[config.mk]
export PLATFORM = sky130hd
export DESIGN_NAME = data_island_packet_serializer_flat
export DESIGN_NICKNAME = d
export VERILOG_FILES = /design/src/rtl/data_island_packet_serializer_if.sv /design/src/rtl/data_island_packet_serializer.sv /design/src/flat_wrapper.sv
export SDC_FILE = /design/constraint.sdc
export NUM_CORES = 1
export LEC_CHECK = 0
export ABC_AREA = 1
export CAP_MARGIN = 20
export CORE_UTILIZATION = 36
export DETAILED_ROUTE_END_ITERATION = 7
export GPL_TIMING_DRIVEN = 0
export MAX_ROUTING_LAYER = met4
export PLACE_DENSITY = 0.57
export SLEW_MARGIN = 20
export SYNTH_ARGS = -nofsm -noshare
export SYNTH_HDL_FRONTEND = slang
export SYNTH_SLANG_ARGS = --single-unit
[constraint.sdc]
create_clock -name clk_pixel -period 15.7 [get_ports clk_pixel]
set_input_delay 2.355 -clock clk_pixel [delete_from_list [all_inputs] [get_ports clk_pixel]]
set_output_delay 2.355 -clock clk_pixel [all_outputs]
set_load 0.01 [all_outputs]
[src/rtl/data_island_packet_serializer_if.sv]
// rtl/data_island_packet_serializer_if.sv - packet in / TERC4 nibble stream out bundle for the data-island serializer
interface data_island_packet_serializer_if;
    logic        data_island_period;
    logic [23:0] header;
    logic [55:0] sub [3:0];
    logic        load;
    logic [4:0]  counter;
    logic [8:0]  packet_data;

    modport master (
        output data_island_period,
        output header,
        output sub,
        input  load,
        input  counter,
        input  packet_data
    );

    modport slave (
        input  data_island_period,
        input  header,
        input  sub,
        output load,
        output counter,
        output packet_data
    );
endinterface

[src/rtl/data_island_packet_serializer.sv]
// rtl/data_island_packet_serializer.sv - HDMI data-island packet serializer with BCH ECC generation
module data_island_packet_serializer #(
    parameter logic [7:0] ECC_FEEDBACK = 8'b1000_0011
) (
    input  logic                                 clk_pixel,
    input  logic                                 reset,
    data_island_packet_serializer_if.slave       bus
);
    logic [4:0]  counter;
    logic [8:0]  packet_data;
    logic [8:0]  packet_data_next;
    logic [23:0] header_q;
    logic [55:0] sub_q [3:0];
    logic [7:0]  ecc_h;
    logic [7:0]  ecc_s [3:0];
    logic        load;

    logic [23:0] cur_header;
    logic [55:0] cur_sub [3:0];
    logic [7:0]  ecc_h_base;
    logic [7:0]  ecc_h_next;
    logic [7:0]  ecc_s_base [3:0];
    logic [7:0]  ecc_s_next [3:0];
    logic        hdr_phase;
    logic        sub_phase;
    logic [5:0]  bit_lo;

    function automatic logic [7:0] ecc_step(input logic [7:0] e, input logic b);
        return (e >> 1) ^ ((e[0] ^ b) ? ECC_FEEDBACK : 8'h00);
    endfunction

    assign load            = bus.data_island_period && (counter == 5'd0);
    assign bus.load        = load;
    assign bus.counter     = counter;
    assign bus.packet_data = packet_data;

    // At the load edge the live inputs stand in for the shadows and the ECC starts from zero.
    always_comb begin
        hdr_phase        = (counter < 5'd24);
        sub_phase        = (counter < 5'd28);
        bit_lo           = {counter, 1'b0};
        cur_header       = load ? bus.header : header_q;
        ecc_h_base       = load ? 8'h00 : ecc_h;
        ecc_h_next       = ecc_h_base;
        packet_data_next = '0;

        if (hdr_phase) begin
            packet_data_next[0] = cur_header[counter];
            ecc_h_next          = ecc_step(ecc_h_base, cur_header[counter]);
        end else begin
            packet_data_next[0] = ecc_h[counter[2:0]];
        end

        for (int i = 0; i < 4; i++) begin
            cur_sub[i]    = load ? bus.sub[i] : sub_q[i];
            ecc_s_base[i] = load ? 8'h00 : ecc_s[i];
            ecc_s_next[i] = ecc_s_base[i];
            if (sub_phase) begin
                packet_data_next[1 + i] = cur_sub[i][bit_lo];
                packet_data_next[5 + i] = cur_sub[i][bit_lo + 6'd1];
                ecc_s_next[i] = ecc_step(ecc_step(ecc_s_base[i], cur_sub[i][bit_lo]),
                                         cur_sub[i][bit_lo + 6'd1]);
            end else begin
                packet_data_next[1 + i] = ecc_s[i][{counter[1:0], 1'b0}];
                packet_data_next[5 + i] = ecc_s[i][{counter[1:0], 1'b1}];
            end
        end
    end

    always_ff @(posedge clk_pixel or posedge reset) begin
        if (reset) begin
            counter     <= 5'd0;
            packet_data <= 9'd0;
            ecc_h       <= 8'h00;
            header_q    <= 24'd0;
            for (int i = 0; i < 4; i++) begin
                ecc_s[i] <= 8'h00;
                sub_q[i] <= 56'd0;
            end
        end else if (!bus.data_island_period) begin
            counter     <= 5'd0;
            packet_data <= 9'd0;
            ecc_h       <= 8'h00;
            for (int i = 0; i < 4; i++) begin
                ecc_s[i] <= 8'h00;
            end
        end else begin
            counter     <= counter + 5'd1;
            packet_data <= packet_data_next;
            ecc_h       <= ecc_h_next;
            for (int i = 0; i < 4; i++) begin
                ecc_s[i] <= ecc_s_next[i];
            end
            if (load) begin
                header_q <= bus.header;
                for (int i = 0; i < 4; i++) begin
                    sub_q[i] <= bus.sub[i];
                end
            end
        end
    end
endmodule

[src/flat_wrapper.sv]
// flat-port wrapper written by rule: the top's interface ports become plain ports
module data_island_packet_serializer_flat 
#(
    parameter logic [7:0] ECC_FEEDBACK = 8'b1000_0011
)
  (clk_pixel, reset, bus_data_island_period, bus_header, bus_sub, bus_load, bus_counter, bus_packet_data);
  data_island_packet_serializer_if bus_i ();
  input  logic clk_pixel;
  input  logic reset;
  input wire logic [$bits(bus_i.data_island_period)-1:0] bus_data_island_period;
  input wire logic [$bits(bus_i.header)-1:0] bus_header;
  input wire logic [$bits(bus_i.sub)-1:0] bus_sub;
  output wire logic [$bits(bus_i.load)-1:0] bus_load;
  output wire logic [$bits(bus_i.counter)-1:0] bus_counter;
  output wire logic [$bits(bus_i.packet_data)-1:0] bus_packet_data;
  assign bus_i.data_island_period = bus_data_island_period;
  assign bus_i.header = bus_header;
  assign bus_i.sub = {>>{bus_sub}};
  assign bus_load = bus_i.load;
  assign bus_counter = bus_i.counter;
  assign bus_packet_data = bus_i.packet_data;
  data_island_packet_serializer #(.ECC_FEEDBACK(ECC_FEEDBACK)) u_core (.clk_pixel(clk_pixel), .reset(reset), .bus(bus_i));
endmodule
==> parameters.txt <==
Parameter                              Value

Outcome
  Result of the run ... finished, final reports clean

Clock network
  Total clock buffers created by CTS ... 37
  Number of levels in the clock H-tree ... 2
  Maximum clock path buffer count ... 3
  Clock-pin slew reported for the worst setup and hold paths after clock tree synthesis ... 0.06 ns
  Total clock sinks ... ~300
  Clock root cell ... clkbuf_16
  CTS hold repair buffers ... 0
  TritonCTS clock tree ... done
  Total setup buffers inserted after CTS ... 0
  Quantity of gates resized following cts ... 0
  Clock latency on the worst-skew pair ... roughly 0.57 ns

Timing
  Final setup TNS ... 0 ns
  Final cycle utilization of the critical path ... 0.484
  Hold Fails Final Rpt ... 0
  Worst clock skew ... about 0.026 ns
  Final critical delay including setup and external delays ... between 7 and 8 ns
  Setup repair after global routing missed its margin ... no
  Relative slew slack ... 0.298
  Top achievable clock speed ... about 0.13 GHz
  Total setup violations reported at the end of the flow ... 0
  Transition at the pin with the smallest max-transition slack ... approximately 1.1 ns
  Slew Viols, Final ... 0
  Worst hold margin ... about 0.47 ns

Final layout
  Core Util, Final ... 0.478
  Final std cells w/o fill ... approximately 3000
  Net count of the finished layout ... 2718
  Relative area change from synthesis to final layout ... 30.4%
  Layout cells sized above 1 ... 0.0497
  Final antenna diode count ... 0
  Non-Filler Cell Area, Final ... roughly 20000 µm²

Synthesis
  Leading cell types by total area after synthesis ... dfrtp_1, nand2_1, nand3_1
  Number of flops mapped to enable cells by yosys ... 0
  Net count after synthesis ... between 2000 and 2500
  Fraction of post-synthesis cell area in the top cell type by area ... 0.491
  Yosys top cell by area ... dfrtp_1
  Synth Instances ... approximately 2200
  Share of the yosys chip area belonging to registers ... 0.491
  Number of synthesis warnings ... 0
  Netlist area before placement ... 15400 µm²
  Proportion of synthesized flip-flops having asynchronous set or reset ... 1.00
  Dominant register cell in the synthesized netlist ... dfrtp_1
  Average instance area after synthesis ... between 7 and 8 µm²
  Flop and latch count out of synthesis ... between 300 and 400
  Synth cell types ... 33

Routing
  Detailed-route DRC error count ... 0
  Average wire per standard cell ... approximately 21 µm
  Via total after detailed routing ... ~16000
  ANT nets after route ... 0
  Total wire length after detailed routing ... around 63000 µm
  Routed via count divided by cell count ... 5.12
  Initial drt markers ... ~1400
  Total iterations of the first detailed-routing run ... 5

Setup path
  Worst Path Max Fanout ... 10
  Delay of the slowest critical-path stage ... ~0.68 ns
  Slowest cell on crit path ... buf_1
  Ordered cell list for the critical path ... inv_2 > buf_1 > buf_1 > ha_1 > nand2_1 > inv_2 > nand3_4 > inv_2 > buf_6 > buf_2 > clkbuf_1 > clkdlybuf4s50_1
  Worst Path Class, Setup ... reg -> out
  Critical Path End Type ... primary output
  Worst R2R Setup Slack ... between 10 and 15 ns
  Most prevalent standard cell on the critical path ... inv_2
  Worst Path Required ... 13.35 ns
  CP arrival ... roughly 5.3 ns
  CP startpoint kind ... register

Global route
  Total Routing Usage GR ... 0.299
  Via count of the first global-routing pass ... 15380
  Antenna violations before repair ... 0
  Wire length of the first global-routing pass ... about 95000 µm
  Total grt overflow ... 0
  Pin count of the biggest net entering global routing ... 84

Floorplanning
  Area of the die ... 43600 µm²
  Core footprint ... between 40000 and 50000 µm²
  Width of the chip ... ~210 µm
  Effective utilization at floorplan ... 0.366
  Die height ... ~210 µm
  Number of I/O pins ... around 270
  Row cnt ... between 70 and 80

Hold path
  Kind of path behind the tightest hold check ... reg -> reg

Placement
  Quantity of I/O buffers inserted on ports ... approximately 260
  Cell area after placement ... about 19000 µm²
  Last weighted congestion value of the routability-driven placer ... 0.936
  Post-DP HPWL ... between 40000 and 50000 µm
  Placed Instances ... between 2000 and 3000

Power and ir drop
  Leakage power summed over all cells ... between 0.01 and 0.015 µW
  Total power per unit cell area ... 128 nW/µm²
  Max rail drop VDD ... between 0.00008 and 0.00009 V

Flow run
  Max-Cap Viols ... 0
==> cell usage after synthesis, types with 3 or more instances <==
| cell type | count |
|---|---|
| buf_4 | 7 |
| o21ai_0 | 58 |
| o21a_1 | 7 |
| clkbuf_1 | 50 |
| inv_2 | 6 |
| nand3_1 | 180 |
| a21oi_1 | 49 |
| xor2_1 | 3 |
| nand2_1 | 1035 |
| inv_1 | 141 |
| a2bb2oi_1 | 5 |
| o21ai_1 | 4 |
| o211ai_1 | 8 |
| a211oi_1 | 14 |
| and2_1 | 14 |
| nor2b_1 | 3 |
| nor2_1 | 127 |
| nand4_1 | 58 |
| buf_2 | 45 |
| buf_1 | 27 |
| dfrtp_1 | 302 |
==> cell type report <==
| type | instances | area [µm²] |
|---|---|---|
| clock buffers | 55 | 1110 |
| inverters | 149 | 567 |
| fillers | 4302 | 22000 |
| flip-flops and latches | 302 | 7560 |
| multi-input cells | 1578 | 6700 |
| well taps | 539 | 674 |
| clock inverters | 12 | 170 |
| plain buffers | 130 | 578 |
| repair buffers | 267 | 2730 |
==> worst max-delay path, delay by kind of cell (launching register included) <==
kind,cells,cell delay [ns]
adders and majority gates,1,0.27
buffers and inverters,9,3.63
DFF,1,0.52
and+or+nand+nor,2,0.23
==> where the power goes <==
group | total (µW) | internal [µW] | switching (µW)
sequential | 985 | 937 | 48.4
combinational | 672 | 238 | 435
clock | 906 | 554 | 352
total | 2560 | 1730 | 835
==> worst paths after layout <==
check	start	endpoint	cells past startpoint
max in group asynchronous	reset	u_core.sub_q[97]	4
setup reg to reg	u_core.bus.counter[1]	u_core.ecc_s[25]	25
setup / recovery	u_core.bus.counter[1]	bus_load	12
hold / removal	u_core.sub_q[76]	u_core.sub_q[76]	2
min in group asynchronous	reset	u_core.sub_q[78]	2
hold reg to reg	u_core.sub_q[76]	u_core.sub_q[76]	2
==> layout by cell type (no fill, tap or decap), drive strengths merged, types with 2 or more instances in the layout <==
| master | n |
|---|---|
| a211oi | 14 |
| a21oi | 49 |
| a2bb2oi | 5 |
| and2 | 14 |
| buf | 83 |
| bufinv | 4 |
| clkbuf | 105 |
| clkdlybuf4s50 | 264 |
| clkinv | 8 |
| dfrtp | 302 |
| ha | 2 |
| inv | 148 |
| nand2 | 1035 |
| nand3 | 181 |
| nand3b | 2 |
| nand4 | 58 |
| nor2 | 129 |
| nor2b | 3 |
| o211ai | 8 |
| o21a | 7 |
| o21ai | 62 |
| xor2 | 3 |
==> registers in the layout, indices dropped and copies added (netlist names) <==
name and count:
u_core.bus.counter 5, u_core.bus.packet_data 9, u_core.ecc_h 8, u_core.ecc_s 32, u_core.header_q 24, u_core.sub_q 224
==> cells by family (layout without fill, tap and decap cells) <==
kind of cell | after synthesis | in the layout | share of synthesized area
compound gates | 150 | 150 | 0.0555
xor+xnor | 4 | 4 | 0.00228
fa+ha+maj | 2 | 2 | 0.00163
buf+inv | 279 | 613 | 0.0739
flops | 302 | 302 | 0.491
simple gates | 1422 | 1422 | 0.376
==> layer usage <==
layer,part of all wire,track usage
met1,0.45,0.403
met2,0.47,0.473
met3,0.063,0.0368
met4,0.023,0.0849
met5,0,-
==> metrics by stage <==
stage / power (µW) / setup slack [ns]
detailed placement: 1660 / 8.44
global placement: 1650 / 0.565
floorplan: 1400 / 5.00
finish: 2560 / 8.09
CTS: 2570 / 8.18
global route: 2690 / 7.93
(Power assumes the default switching activity.)
